**src/rtl/reg_access_arbiter_pkg.sv**
```systemverilog
// Shared types and constants for the modulator register-bank access arbiter.
// Port ids and state encodings match those used by the SPI interface and the register bank.
package reg_access_arbiter_pkg;

    localparam int ADDR_W = 10;
    localparam int DATA_W = 8;
    localparam logic [ADDR_W-1:0] CTRL_ADDR = 10'd512;

    typedef enum logic [1:0] {
        ST_IDLE  = 2'd0,
        ST_ISSUE = 2'd1,
        ST_WAIT  = 2'd2,
        ST_RESP  = 2'd3
    } state_t;

    typedef enum logic {
        PORT_HOST = 1'b0,
        PORT_CORE = 1'b1
    } port_id_t;

    // The control register (enable/mapping bits) may only be written from the host.
    function automatic logic write_blocked(port_id_t port, logic write, logic [ADDR_W-1:0] addr);
        return (port == PORT_CORE) && write && (addr == CTRL_ADDR);
    endfunction

endpackage

```
**src/rtl/reg_access_arbiter_if.sv**
```systemverilog
// One requester port: request channel (valid/ready) plus read-response channel (valid/ready).
// The requester uses the master modport; the arbiter uses the slave modport.
interface reg_access_arbiter_if;
    import reg_access_arbiter_pkg::*;

    logic              req_valid;
    logic              req_write;
    logic [ADDR_W-1:0] req_addr;
    logic [DATA_W-1:0] req_wdata;
    logic              req_ready;
    logic              rsp_valid;
    logic [DATA_W-1:0] rsp_data;
    logic              rsp_ready;

    modport master (
        output req_valid, req_write, req_addr, req_wdata, rsp_ready,
        input  req_ready, rsp_valid, rsp_data
    );

    modport slave (
        input  req_valid, req_write, req_addr, req_wdata, rsp_ready,
        output req_ready, rsp_valid, rsp_data
    );

endinterface

```
**src/rtl/reg_access_arbiter_rr2.sv**
```systemverilog
// Two-way round-robin grant: a sole requester wins; a tie goes to the port not granted last.
module reg_access_arbiter_rr2
    import reg_access_arbiter_pkg::*;
(
    input  logic [1:0] req,
    input  port_id_t   last_grant,
    output port_id_t   grant
);

    always_comb begin
        grant = PORT_HOST;
        if (req == 2'b11) begin
            if (last_grant == PORT_HOST) grant = PORT_CORE;
        end else if (req[PORT_CORE]) begin
            grant = PORT_CORE;
        end
    end

endmodule

```
**src/rtl/reg_access_arbiter.sv**
```systemverilog
// Shares the modulator register bank between host and core: round-robin grant, one transaction
// in flight, posted writes, reads returned on the granted port's response channel.
module reg_access_arbiter
    import reg_access_arbiter_pkg::*;
#(
    parameter int READ_LATENCY = 1
)
(
    input  logic                 clk,
    input  logic                 rst,
    reg_access_arbiter_if.slave  host,
    reg_access_arbiter_if.slave  core,
    output logic                 core_wr_reject,
    output logic [ADDR_W-1:0]    bank_addr,
    output logic [DATA_W-1:0]    bank_wdata,
    output logic                 bank_we,
    output logic                 bank_re,
    input  logic [DATA_W-1:0]    bank_rdata
);

    localparam logic [2:0] LAT_LOAD = 3'(READ_LATENCY - 1);

    state_t            state;
    port_id_t          grant;
    port_id_t          last_grant;
    port_id_t          next_grant;
    logic [2:0]        lat_cnt;
    logic              rd_pending;
    logic [1:0]        req;
    logic              sel_write;
    logic [ADDR_W-1:0] sel_addr;
    logic [DATA_W-1:0] sel_wdata;
    logic              sel_blocked;
    logic              rsp_ready_g;

    assign req = {core.req_valid, host.req_valid};

    reg_access_arbiter_rr2 u_rr2 (
        .req        (req),
        .last_grant (last_grant),
        .grant      (next_grant)
    );

    // NOTE: every always_comb output gets a default first so no path can infer a latch.
    always_comb begin
        sel_write = host.req_write;
        sel_addr  = host.req_addr;
        sel_wdata = host.req_wdata;
        if (next_grant == PORT_CORE) begin
            sel_write = core.req_write;
            sel_addr  = core.req_addr;
            sel_wdata = core.req_wdata;
        end
    end

    assign sel_blocked = write_blocked(next_grant, sel_write, sel_addr);
    assign rsp_ready_g = (grant == PORT_HOST) ? host.rsp_ready : core.rsp_ready;

    // NOTE: state uses non-blocking assignments; the pulse outputs default low each cycle and
    // are only raised on the transition into ISSUE, so they last exactly one cycle.
    always_ff @(posedge clk) begin
        if (rst) begin
            state          <= ST_IDLE;
            grant          <= PORT_HOST;
            last_grant     <= PORT_CORE;
            lat_cnt        <= '0;
            rd_pending     <= 1'b0;
            host.req_ready <= 1'b0;
            host.rsp_valid <= 1'b0;
            host.rsp_data  <= '0;
            core.req_ready <= 1'b0;
            core.rsp_valid <= 1'b0;
            core.rsp_data  <= '0;
            core_wr_reject <= 1'b0;
            bank_addr      <= '0;
            bank_wdata     <= '0;
            bank_we        <= 1'b0;
            bank_re        <= 1'b0;
        end else begin
            host.req_ready <= 1'b0;
            core.req_ready <= 1'b0;
            core_wr_reject <= 1'b0;
            bank_we        <= 1'b0;
            bank_re        <= 1'b0;

            case (state)
                ST_IDLE: begin
                    if (|req) begin
                        grant          <= next_grant;
                        last_grant     <= next_grant;
                        bank_addr      <= sel_addr;
                        bank_wdata     <= sel_wdata;
                        bank_we        <= sel_write && !sel_blocked;
                        bank_re        <= !sel_write;
                        core_wr_reject <= sel_blocked;
                        host.req_ready <= (next_grant == PORT_HOST);
                        core.req_ready <= (next_grant == PORT_CORE);
                        rd_pending     <= !sel_write;
                        state          <= ST_ISSUE;
                    end
                end

                ST_ISSUE: begin
                    if (rd_pending) begin
                        lat_cnt <= LAT_LOAD;
                        state   <= ST_WAIT;
                    end else begin
                        state   <= ST_IDLE;
                    end
                end

                ST_WAIT: begin
                    if (lat_cnt == 3'd0) begin
                        if (grant == PORT_HOST) begin
                            host.rsp_data  <= bank_rdata;
                            host.rsp_valid <= 1'b1;
                        end else begin
                            core.rsp_data  <= bank_rdata;
                            core.rsp_valid <= 1'b1;
                        end
                        state <= ST_RESP;
                    end else begin
                        lat_cnt <= lat_cnt - 3'd1;
                    end
                end

                ST_RESP: begin
                    if (rsp_ready_g) begin
                        host.rsp_valid <= 1'b0;
                        core.rsp_valid <= 1'b0;
                        rd_pending     <= 1'b0;
                        state          <= ST_IDLE;
                    end
                end

                default: state <= ST_IDLE;
            endcase
        end
    end

endmodule

```
**src/flat_wrapper.sv**
```systemverilog
// flat-port wrapper written by rule: the top's interface ports become plain ports
module reg_access_arbiter_flat import reg_access_arbiter_pkg::*;
#(
    parameter int READ_LATENCY = 1
)
  (clk, rst, core_wr_reject, bank_addr, bank_wdata, bank_we, bank_re, bank_rdata, host_req_valid, host_req_write, host_req_addr, host_req_wdata, host_rsp_ready, host_req_ready, host_rsp_valid, host_rsp_data, core_req_valid, core_req_write, core_req_addr, core_req_wdata, core_rsp_ready, core_req_ready, core_rsp_valid, core_rsp_data);
  reg_access_arbiter_if host_i ();
  reg_access_arbiter_if core_i ();
  input  logic clk;
  input  logic rst;
  output logic core_wr_reject;
  output logic [ADDR_W-1:0] bank_addr;
  output logic [DATA_W-1:0] bank_wdata;
  output logic bank_we;
  output logic bank_re;
  input  logic [DATA_W-1:0] bank_rdata;
  input wire logic [$bits(host_i.req_valid)-1:0] host_req_valid;
  input wire logic [$bits(host_i.req_write)-1:0] host_req_write;
  input wire logic [$bits(host_i.req_addr)-1:0] host_req_addr;
  input wire logic [$bits(host_i.req_wdata)-1:0] host_req_wdata;
  input wire logic [$bits(host_i.rsp_ready)-1:0] host_rsp_ready;
  output wire logic [$bits(host_i.req_ready)-1:0] host_req_ready;
  output wire logic [$bits(host_i.rsp_valid)-1:0] host_rsp_valid;
  output wire logic [$bits(host_i.rsp_data)-1:0] host_rsp_data;
  input wire logic [$bits(core_i.req_valid)-1:0] core_req_valid;
  input wire logic [$bits(core_i.req_write)-1:0] core_req_write;
  input wire logic [$bits(core_i.req_addr)-1:0] core_req_addr;
  input wire logic [$bits(core_i.req_wdata)-1:0] core_req_wdata;
  input wire logic [$bits(core_i.rsp_ready)-1:0] core_rsp_ready;
  output wire logic [$bits(core_i.req_ready)-1:0] core_req_ready;
  output wire logic [$bits(core_i.rsp_valid)-1:0] core_rsp_valid;
  output wire logic [$bits(core_i.rsp_data)-1:0] core_rsp_data;
  assign host_i.req_valid = host_req_valid;
  assign host_i.req_write = host_req_write;
  assign host_i.req_addr = host_req_addr;
  assign host_i.req_wdata = host_req_wdata;
  assign host_i.rsp_ready = host_rsp_ready;
  assign host_req_ready = host_i.req_ready;
  assign host_rsp_valid = host_i.rsp_valid;
  assign host_rsp_data = host_i.rsp_data;
  assign core_i.req_valid = core_req_valid;
  assign core_i.req_write = core_req_write;
  assign core_i.req_addr = core_req_addr;
  assign core_i.req_wdata = core_req_wdata;
  assign core_i.rsp_ready = core_rsp_ready;
  assign core_req_ready = core_i.req_ready;
  assign core_rsp_valid = core_i.rsp_valid;
  assign core_rsp_data = core_i.rsp_data;
  reg_access_arbiter #(.READ_LATENCY(READ_LATENCY)) u_core (.clk(clk), .rst(rst), .host(host_i), .core(core_i), .core_wr_reject(core_wr_reject), .bank_addr(bank_addr), .bank_wdata(bank_wdata), .bank_we(bank_we), .bank_re(bank_re), .bank_rdata(bank_rdata));
endmodule
```
**config.mk**
```make
export PLATFORM = sky130hd
export DESIGN_NAME = reg_access_arbiter_flat
export DESIGN_NICKNAME = d
export VERILOG_FILES = /design/src/rtl/reg_access_arbiter_pkg.sv /design/src/rtl/reg_access_arbiter_if.sv /design/src/rtl/reg_access_arbiter_rr2.sv /design/src/rtl/reg_access_arbiter.sv /design/src/flat_wrapper.sv
export SDC_FILE = /design/constraint.sdc
export NUM_CORES = 1
export LEC_CHECK = 0
export ABC_AREA = 1
export BUFFER_PORTS_ARGS = -buffer_cell sky130_fd_sc_hd__buf_4
export CORE_UTILIZATION = 42
export CTS_CLUSTER_SIZE = 25
export DETAILED_ROUTE_END_ITERATION = 7
export PLACE_DENSITY = 0.76
export SYNTH_ARGS = -nofsm -noshare
export SYNTH_HDL_FRONTEND = slang
export SYNTH_HIERARCHICAL = 1
export SYNTH_SLANG_ARGS = --single-unit
```
**constraint.sdc**
```tcl
create_clock -name clk -period 1.4 [get_ports clk]
set_input_delay 0.28 -clock clk [delete_from_list [all_inputs] [get_ports clk]]
set_output_delay 0.28 -clock clk [all_outputs]
set_load 0.01 [all_outputs]
```
### Word-level counts from Yosys, hierarchy flattened

Cells that the tools add are included.

| operators by class | value |
|---|---|
| bitwise gates (word level) | 4 |
| multiplexer cells | 24 |
| add/subtract/negate cells | 1 |
| reductions and logical operators | 20 |
| equal/unequal tests | 12 |

Operator list:

| kind | number |
|---|---|
| AND reduction 3 bit | 5 |
| 2-to-1 mux 1 bit | 11 |
| == test 10 bit, second input constant | 1 |
| 2-to-1 mux 10 bit | 1 |
| inequality test 2 x 1 -> 1 bit, second input constant | 5 |
| 2-to-1 mux 2 bit | 4 |
| 2-to-1 mux 8 bit | 1 |
| case mux 2 bit (4 select lines) | 1 |
| AND reduction 4 bit | 2 |
| == test 2 bit, second input constant | 3 |
| 2-to-1 mux 3 bit | 2 |
| case mux 1 bit (2 select lines) | 3 |
| case mux 3 bit (2 select lines) | 1 |
| nonzero test 2 bit | 3 |
| inequality test 2 bit, second input constant | 2 |
| inverter 1 bit | 4 |
| logical AND 1 bit | 3 |
| zero test 3 bit | 1 |
| OR reduction 3 bit | 1 |
| subtractor 3 x 1 -> 3 bit, second input constant | 1 |
| == test 2 x 1 -> 1 bit, second input constant | 1 |
| zero test 1 bit | 2 |
| zero test 2 bit | 1 |
| AND reduction 2 bit | 1 |
| OR reduction 2 bit | 1 |

| storage, ports and cells | value |
|---|---|
| input bits | 52 |
| flip-flop bits (word level) | 49 |
| word-level logic and storage cells | 77 |

### Logic depth before layout (Yosys ltp)

Gate-level depths: netlist (run 1).

| depth | value |
|---|---|
| depth in word-level cells | 7 |
| mapped depth | 11 |
| depth with buffers taken out | 9 |

### Modules after synthesis

Netlist (run 1), hierarchy kept.

Modules (own cells, without submodules):

| module | cells an instance | area each (µm²) | instances | sequential area each (µm²) |
|---|---|---|---|---|
| reg_access_arbiter | 262 | 2028.2 | 1 | 980.9 |
| reg_access_arbiter_rr2 | 2 | 12.5 | 1 | 0.0 |

### Worst setup path after synthesis (run 1)

No wires, ideal clock.

| timing | value |
|---|---|
| kind | register to register |
| start | reg u_core.lat_cnt[0] |
| end | reg u_core.lat_cnt[1] |
| period minus slack after synthesis | 1304 ps |
| buffers on the path | 0 |
| required time | 1284 ps |
| arrival | 1189 ps |
| stages on the path, launching flop included | 9 |
| slack | 96 ps |
| cells stage by stage | dfxtp_1 > inv_1 > ha_1 > nand2_1 > nand2_1 > nand2_1 > o21ai_0 > o21ai_0 > nor2_1 |

| on the way | value |
|---|---|
| word-level cells in the longest chain between the ends | 3 |
| elaborated cells on any way between the ends | 6 |

Ends and longest elaborated chain:

| what | line | RTL |
|---|---|---|
| start, declared | reg_access_arbiter.sv:27 | `logic [2:0] lat_cnt;` |
| start signal, assigned | reg_access_arbiter.sv:123 | `lat_cnt <= lat_cnt - 3'd1;` |
| subtractor 3 x 1 -> 3 bit / zero test 3 bit (equally long branches) | reg_access_arbiter.sv:123, reg_access_arbiter.sv:113 |  |
| 2-to-1 mux 3 bit / inequality test 2 bit (equally long branches) | n/a |  |
| case mux 3 bit (2 select lines) / AND reduction 3 bit (equally long branches) | n/a |  |

Several ways; a longest one is shown, not always the timed one. The select of a mux whose other input is x is not followed.
A chain may end at the register's enable or synchronous reset.

==> run metrics, run 1 <==
status finished with violations; failing checks negative setup slack; Worst Path Class, Setup reg -> reg; relative slew slack 79.45%; WL/cell 13.60 µm; most frequent cells in the layout 105 x buf_4, 46 x dfxtp_1, 36 x nand2_1; DRC 0; Slew Viols, Final 0; CTS sink cnt 49; syn nets 318; R2R depth 8; core area 4504 µm²; final setup vio count 3; Slew @ Worst Pin 0.3066 ns; DIE HEIGHT 71.71 µm; Post-Place Setup Slack -0.1732 ns; Tightest Hold Check Type in -> reg; ANT cells 0; die area 5142 µm²; largest net degree at the start of global routing 22; initial antenna violation count 0; register area 987.2 µm²; layout cells sized above 1 42.13%; synthesized area 2041 µm²; worst hold path cell count 2; Yosys warnings 6; commonest non-fill, non-tap cell in the layout buf_4; CP Capture Type flip-flop; setup ws final -0.02149 ns; min Tclk post-route 1.421 ns; Iter 0 DRT Violations 144; CTS Buf Count 5; Clk Latency, worst-skew pair 0.30 ns; Fin. Hold Viols 0; sequential share of the synthesized area 48.07%; fin crit share 101.5%; Hold Crit Start rst; maxcap violations 0; TritonRoute pass-1 iters 4; dominant cell type by area after synthesis dfxtp_1; area of the multi-input gates 1017 µm²; Root Buffer clkbuf_8; I/O pin count 93; Critical Path AT 1.62 ns; Max Freq 0.7035 GHz; Clock transition at path regs 0.09 ns; peak supply drop 0.6570 mV; reg-to-reg slack, setup -0.02 ns; Vias 2182; skew final 0.004057 ns; Max FO, Critical Path 9; Worst EP required 1.60 ns; routability cong. 0.8037; number of global-route vias before repair 2066; htree depth 2; drt via density 5.110; Buffers on Ports 92; Leakage 1.516 nW; DP HPWL 4.033 mm; gr usage total 22.48%; Worst Hold Slack 0.1749 ns; Filler cells 383; #FFs+latches synth 49; Cell variety after synth 27; CTS max path bufs 2; RSZ-0062 raised after global routing yes; global-route wire length before repair 9.121 mm; chip width 71.71 µm; worst r2r dst u_core/core.rsp_data[7]; nets 428; Synth Instances 264; Avg Cell Area, Syn 7.730 µm²; startpoint types flip-flop; top cell type's share of synthesized area 48.07%; cell row count 24; CTS tree yes; top cells by area, synth dfxtp_1 48%, o21ai_0 10%, nor2_1 7.7%; PwrDens 1029 nW/µm²; Post-DRT Antenna Nets 0; Layout area overhead 57.45%; starting density of the core 45.31%; WL final 5.809 mm; Overflow after GRT 0
[critical path, stage by stage, from the launching register on]
cell     delay (ns)
dfxtp_4        0.39
inv_4          0.05
nor2_4         0.15
inv_2          0.07
nor3_4         0.28
buf_12         0.18
inv_16         0.05
nor2_2         0.09
nor2_1         0.05
[timing repair]
| item | CTS | global route |
|---|---|---|
| gates cloned | 1 | 1 |
| setup endpoints to repair | 19 | 26 |
| pin swaps | 1 | 11 |
| resized for setup | 8 | 45 |
| buffers inserted | 0 | 3 |
| hold buffers | 0 | 0 |
[power breakdown]
part,switching (mW),internal (mW)
registers,0.0545,1.49
clock network,0.463,0.583
logic,0.354,0.362
total,0.871,2.44
[cell type report]
| cell class | count | area share (%) |
|---|---|---|
| multi-input combinational | 181 | 31.66 |
| sequential | 49 | 30.72 |
| timing repair buffer | 113 | 28.58 |
| inverter | 24 | 3.388 |
| clock buffer | 7 | 2.687 |
| tap | 52 | 2.025 |
| clock inverter | 1 | 0.9346 |
[state kept, by name (all words and copies together), names as in the netlist, 3 cells and up, named ones only]
signal                flops
u_core/bank_addr         10
u_core/bank_wdata         8
u_core/core.rsp_data      8
u_core/host.rsp_data      8
u_core/lat_cnt            3
[cell families after synthesis]
| group | Yosys count | share of synthesized area [%] |
|---|---|---|
| compound gates | 54 | 13.80 |
| fa+ha+maj | 2 | 1.226 |
| buf+inv | 34 | 7.234 |
| flops | 49 | 48.07 |
| mux | 8 | 3.924 |
| simple gates | 117 | 25.75 |
[stage by stage]
step	total power, mW	cells	cell area, µm²	util, %	TNS (ns)
after floorplan	1.866	264	2041	-	0
final	3.307	427	3213	71.33	-0.02736
after detailed placement	2.226	414	2899	64.36	-1.055
after global routing	3.448	427	3213	71.33	-0.8074
after global placement	2.211	414	2899	64.36	-0.3549
after CTS	3.266	423	3038	67.44	-0.003172
[cell usage after synthesis]
master,count
nand4_1,3
nor2_4,2
a21oi_1,6
a21oi_2,2
buf_2,5
o21ai_1,2
or2_0,1
buf_4,3
inv_1,19
inv_4,1
clkbuf_1,1
a21boi_0,1
nor3_2,2
or2_2,1
nor3_4,1
nand3_1,23
mux2i_1,8
o21ai_0,42
o22ai_1,1
inv_2,4
nor2_2,1
dfxtp_1,49
nor3_1,2
nand2_1,39
ha_1,2
nor2_1,42
buf_1,1
[how the worst max path moves through the flow]
stage	startpoint	end	cells after the start
after CTS	u_core/last_grant	u_core/bank_we	7
after global routing	u_core/last_grant	u_core/bank_we	9
after global placement	host_req_valid	u_core/bank_we	10
final	flip-flop	u_core/core.rsp_data[7]	8
after detailed placement	host_req_valid	u_core/bank_we	10
after floorplan	u_core/lat_cnt[0]	u_core/lat_cnt[1]	8
[routing by layer]
metal / share of wire [%] / global-route usage, %
met1: 42 / 26.14
met3: 4.3 / 5.204
met4: 1.5 / 8.279
met5: 0 / 0
met2: 52 / 40.15
Note: power is estimated with default switching activity, not from simulation.
==> run 2, diff against run 1 <==
Settings changed: CORE_UTILIZATION 42 to 43, SYNTH_HIERARCHICAL 1 to unset.
==> run 2 against run 1 <==
The flow still finishes with violations (negative setup slack). Sequential power is essentially flat. Wire length grew 22%. Via count grew 18%.
==> run metrics, run 2 <==
synthesized area 2242 µm² (+9.9%); Worst path max stage delay 0.34 ns (-0.05 ns); Worst Path Class, Setup reg -> reg; starting density of the core 45.95% (+0.64 points); failing checks negative setup slack; RSZ-0062 raised after global routing yes; synth cell count leaders 73 x nand2_1, 53 x nor2_1, 49 x dfxtp_1, 41 x o21ai_0, 30 x inv_1; WL final 7.095 mm (+22%); PwrDens 1028 nW/µm² (about the same); Clk Latency, worst-skew pair 0.31 ns (about the same); Vias 2564 (+18%); #FFs+latches synth 49 (unchanged); fin crit share 103.7% (+2.2 points); drt via density 5.118 (+0.15%); CTS max path bufs 2 (unchanged); htree depth 2 (unchanged); status finished with violations; Post-Place Setup Slack -0.3485 ns (-0.1753 ns); Clock transition at path regs 0.10 ns (about the same); setup ws final -0.05223 ns (-0.03074 ns); cell row count 25 (+4.2%); relative slew slack 82.74% (+3.3 points); maxcap violations 0 (unchanged); CTS tree yes; Worst EP required 1.65 ns (+0.05 ns); CTS sink cnt 49 (unchanged); syn nets 379 (+19%); sequential share of the synthesized area 43.75% (-4.3 points); nets 491 (+15%); worst hold path cell count 3 (+1); top cell type's share of synthesized area 43.75% (-4.3 points); DP HPWL 4.522 mm (+12%); startpoint types flip-flop; gr usage total 25.26% (+2.8 points); Max FO, Critical Path 5 (-4); min Tclk post-route 1.452 ns (+0.03074 ns); DIE HEIGHT 74.21 µm (+3.5%); Leakage 1.716 nW (+13%); Buf+Inv Stages, Crit Path 3 (-1); ANT cells 0 (unchanged); peak supply drop 0.7761 mV (+18%); commonest non-fill, non-tap cell in the layout buf_4; Overflow after GRT 0 (unchanged); critical path's top delay family buffers and inverters; Critical Path AT 1.70 ns (+0.08 ns); setup TNS -0.3710 ns (-0.3437 ns); ys flop type dfxtp_1; largest net degree at the start of global routing 23 (+4.5%); Filler cells 407 (+6.3%); most frequent cells in the layout 112 x buf_4, 70 x nand2_1, 47 x nor2_1; Fin. Hold Viols 0 (unchanged); CP max stage cell dfxtp_2; TritonRoute pass-1 iters 4 (unchanged); final setup vio count 18 (+15); number of global-route vias before repair 2437 (+18%); count leader, synth nand2_1; Synth Instances 321 (+22%); chip width 74.21 µm (+3.5%); CTS Buf Count 5 (unchanged); Synth async-reset ratio 0% (unchanged); worst r2r dst u_core.core.rsp_data[4]; flip-flop count of the largest register after layout 10 (unchanged); CP Cell Sequence inv_2, ha_4, ha_4, nand2_4, buf_6, nor2_4, buf_6, o21ai_0, nor2_1; initial antenna violation count 0 (unchanged); Yosys warnings 0 (-6); Slew Viols, Final 0 (unchanged); reg-to-reg slack, setup -0.05 ns (-0.03 ns); Final Cell Area 3507 µm² (+9.2%); Hold Crit Endpoint u_core.core.rsp_data[2]; Root Buffer clkbuf_8; DRC 0 (unchanged); CTS Hold Buffers Added 0 (unchanged); EDFF count, synth 0 (unchanged); Cell variety after synth 21 (-22%); Buffers on Ports 92 (unchanged); layout cells sized above 1 37.79% (-4.3 points); R2R depth 9 (+1); I/O pin count 93 (unchanged); die area 5507 µm² (+7.1%); dominant cell type by area after synthesis dfxtp_1; global-route wire length before repair 10.71 mm (+17%); Hold Crit Start bank_rdata[2]; Max Freq 0.6886 GHz (-2.1%); Slew @ Worst Pin 0.2561 ns (-0.05048 ns); r2r startpoint u_core.lat_cnt[0]; CP Capture Type flip-flop; core area 4880 µm² (+8.3%); Layout area overhead 56.42%; Biggest register u_core.bank_addr; top cells by area, synth dfxtp_1 44%, nand2_1 12%, o21ai_0 9.2%; Iter 0 DRT Violations 164 (+14%); Post-DRT Antenna Nets 0 (unchanged); Avg Cell Area, Syn 6.985 µm² (-9.6%); Tightest Hold Check Type in -> reg; routability cong. 0.8244 (+2.6%); WL/cell 14.16 µm (+4.1%); Cell Area, Placed 3074 µm² (+6.0%); skew final 0.01297 ns (+0.008913 ns)
==> run 2: cell types whose count changed after synthesis, moves of 4 or more <==
cell      previous run  this run
ha_1                 2         6
nand3_1             23        14
a31oi_1              0        10
mux2i_1              8         0
a21oi_1              6        18
nand2_1             39        73
nand3b_1             0         5
inv_1               19        30
nor2_1              42        53
==> run 2: metal layers <==
| layer | track usage, % | wire, µm |
|---|---|---|
| met5 | 0 | 0 |
| met4 | 11.11 | 202 |
| met3 | 6.098 | 460 |
| met1 | 29.43 | 2854 |
| met2 | 44.14 | 3577 |
==> run 2: cell type report <==
class	instances	area [µm²]	share of cell area [%]
sequential	49	985.9	28.11
clock buffer	5	68.82	1.962
clock inverter	3	68.82	1.962
timing repair buffer	120	987.2	28.15
tap	67	83.83	2.390
multi-input combinational	226	1191	33.96
inverter	31	121.4	3.461
==> run 2: cells by family after synthesis <==
logic type                 share of synthesized area (%)
AOI/OAI and AO/OA                                  16.74
adders and majority gates                          3.348
and+or+nand+nor                                    26.95
DFF                                                43.75
buffers and inverters                              9.207
==> run 2: worst max path at each step <==
stage	cells after the start	from	to	slack, ns
after detailed placement	8	u_core.lat_cnt[0]	u_core.host.rsp_data[5]	-0.35
final	9	u_core.lat_cnt[0]	u_core.core.rsp_data[4]	-0.05
after global placement	8	u_core.lat_cnt[0]	u_core.host.rsp_data[4]	-0.28
after CTS	7	flip-flop	u_core.bank_wdata[0]	-0.03
after global routing	9	u_core.lat_cnt[0]	u_core.core.rsp_data[2]	-0.09
after floorplan	9	u_core.lat_cnt[0]	u_core.host.rsp_valid	0.04
==> run 2: worst reg2reg max path, stage by stage (launching register included) <==
cell	delay [ns]
dfxtp_2	0.34
inv_2	0.08
ha_4	0.14
ha_4	0.14
nand2_4	0.06
buf_6	0.13
nor2_4	0.20
buf_6	0.16
o21ai_0	0.07
nor2_1	0.09
==> run 2: where the power goes <==
part	switching (mW)	total [mW]	internal [mW]
registers	0.0541	1.54	1.49
clock network	0.491	1.21	0.719
logic	0.423	0.855	0.433
==> run 2: metrics by stage <==
step / std cells / power (mW) / hold WS, ns / util, %
global route: 501 / 3.755 / 0.2038 / 71.87
finish: 501 / 3.606 / 0.1954 / 71.87
CTS: 495 / 3.523 / 0.2025 / 68.97
floorplan: 321 / 1.913 / 0.4149 / -
detailed placement: 483 / 2.256 / 0.4597 / 63.00
global placement: 483 / 2.241 / 0.4546 / 63.00
==> run 2: timing repair <==
action / in CTS / in global routing
gates resized for setup: 32 / 25
setup endpoints to repair: 40 / 47
pin swaps: 7 / 8
setup buffers: 2 / 5
gates cloned: 2 / 1
==> run 3, diff against run 2 <==
Settings changed: BUFFER_PORTS_ARGS -buffer_cell sky130_fd_sc_hd__buf_4 to -buffer_cell sky130_fd_sc_hd__buf_2.
==> run 3 against run 2 <==
The flow still finishes with violations (negative setup slack). Power shrank 8.5%. Clock skew shrank 0.0078 ns. Clock power shrank 20%. Largest cell class unchanged. Cell area shrank 6.9%. Combinational power shrank 7.0%. Critical endpoint is now u_core.bank_addr[9]. Worst setup slack gained 0.051 ns. Hold slack gained 0.025 ns. Largest power group unchanged.
==> run metrics, run 3 (same netlist as run 2, synthesis figures left out) <==
status finished with violations; failing checks negative setup slack; DIE HEIGHT 74.21 µm (unchanged); Buffers on Ports 92 (unchanged); Cell Area, Placed 2864 µm² (-6.8%); PwrDens 1011 nW/µm² (-1.7%); Overflow after GRT 0 (unchanged); I/O pin count 93 (unchanged); CTS sink cnt 49 (unchanged); CTS tree yes; Final Cell Area 3264 µm² (-6.9%); initial antenna violation count 0 (unchanged); Biggest register u_core.bank_addr; chip width 74.21 µm (unchanged); Clock transition at path regs 0.08 ns (-0.02 ns); CTS Buf Count 5 (unchanged); Max Freq 0.7134 GHz (+3.6%); layout cells sized above 1 38.02% (+0.23 points); global-route wire length before repair 9.846 mm (-8.1%); flip-flop count of the largest register after layout 10 (unchanged); Leakage 1.657 nW (-3.4%); Tightest Hold Check Type in -> reg; drt via density 4.982 (-2.7%); DP HPWL 4.270 mm (-5.6%); peak supply drop 0.7282 mV (-6.2%); Layout area overhead 45.59%; most frequent cells in the layout 92 x buf_2, 69 x nand2_1, 45 x nor2_1, 45 x dfxtp_1, 24 x o21ai_0; largest net degree at the start of global routing 22 (-4.3%); Vias 2496 (-2.7%); Filler cells 414 (+1.7%); Iter 0 DRT Violations 175 (+6.7%); Fin. Hold Viols 0 (unchanged); Max FO, Critical Path 9 (+4); WL/cell 13.22 µm (-6.7%); TritonRoute pass-1 iters 4 (unchanged); min Tclk post-route 1.402 ns (-0.05059 ns); cell row count 25 (unchanged); Post-DRT Antenna Nets 0 (unchanged); Slew Viols, Final 0 (unchanged); routability cong. 0.8318 (+0.90%); maxcap violations 0 (unchanged); DRC 0 (unchanged); ANT cells 0 (unchanged); Worst EP required 1.62 ns (-0.03 ns); core area 4880 µm² (unchanged); Root Buffer clkbuf_8; skew final 0.005214 ns (-0.007757 ns); gr usage total 23.03% (-2.2 points); htree depth 2 (unchanged); commonest non-fill, non-tap cell in the layout buf_2; final setup vio count 1 (-17); Slew @ Worst Pin 0.2918 ns (+0.03572 ns); Worst Path Class, Setup reg -> reg; RSZ-0062 raised after global routing yes; CTS Hold Buffers Added 0 (unchanged); Critical Path AT 1.62 ns (-0.08 ns); fin crit share 100.1% (-3.6 points); relative slew slack 80.52% (-2.2 points); die area 5507 µm² (unchanged); number of global-route vias before repair 2258 (-7.3%); setup TNS -0.001642 ns (+0.3694 ns); startpoint types flip-flop; WL final 6.622 mm (-6.7%); CTS max path bufs 2 (unchanged); starting density of the core 45.95% (unchanged); CP Capture Type flip-flop; setup ws final -0.001642 ns (+0.05059 ns); nets 492 (+0.20%); Clk Latency, worst-skew pair 0.30 ns (about the same)
run 3: cell type report:
class                      count  area (µm²)  share of cell area, %
inverter                      31       123.9                  3.795
tap                           67       83.83                  2.568
clock inverter                 2       35.03                  1.073
clock buffer                   5       68.82                  2.108
sequential                    49       988.4                  30.28
multi-input combinational    227        1204                  36.87
timing repair buffer         120       760.7                  23.30
run 3: worst paths after layout:
kind,depth (start not counted),end,startpoint,slack [ns]
setup reg to reg,8,u_core.bank_addr[9],flip-flop,-0.002
setup / recovery,8,u_core.bank_addr[9],flip-flop,-0.002
hold reg to reg,2,u_core.lat_cnt[1],u_core.lat_cnt[1],0.47
hold / removal,3,u_core.core.rsp_data[3],bank_rdata[3],0.22
run 3: per-stage QoR:
| step | power [mW] | utilization (%) | setup slack, ns | cells | hold WS (ns) |
|---|---|---|---|---|---|
| 3_3_place_gp | 2.163 | 58.69 | -0.3009 | 484 | 0.4541 |
| 5_1_grt | 3.446 | 66.90 | -0.03772 | 501 | 0.2177 |
| 6_report | 3.301 | 66.90 | -0.001642 | 501 | 0.2203 |
| 3_5_place_dp | 2.177 | 58.69 | -0.3445 | 484 | 0.4587 |
| 4_1_cts | 3.248 | 63.82 | -0.008391 | 495 | 0.2165 |
| 2_1_floorplan | 1.913 | - | 0.03522 | 321 | 0.4149 |
run 3: repair_timing:
action	CTS	global route
setup endpoints to repair	38	46
pin swaps	1	8
resized for setup	24	45
setup buffers	2	6
cloned	2	1
run 3: worst max-delay path: stages, from the launching register on:
cell     delay [ns]
dfxtp_4        0.37
inv_4          0.07
ha_4           0.15
inv_2          0.06
a21oi_4        0.18
buf_12         0.15
buf_12         0.12
o21ai_0        0.07
a31oi_1        0.16
run 3: where the power goes:
group / internal (mW) / total (mW) / switching [mW]
Clock: 0.519 / 0.967 / 0.447
Sequential: 1.49 / 1.54 / 0.0535
Combinational: 0.365 / 0.795 / 0.431
Total: 2.37 / 3.30 / 0.932
run 3: routing by layer:
| metal | global-route usage [%] | part of all wire [%] | up-vias |
|---|---|---|---|
| li1 | - | - | 1261 |
| met1 | 28.72 | 42 | 1121 |
| met2 | 38.99 | 50 | 100 |
| met3 | 4.743 | 5.7 | 14 |
| met4 | 9.224 | 2.4 | 0 |
| met5 | 0 | 0 | - |
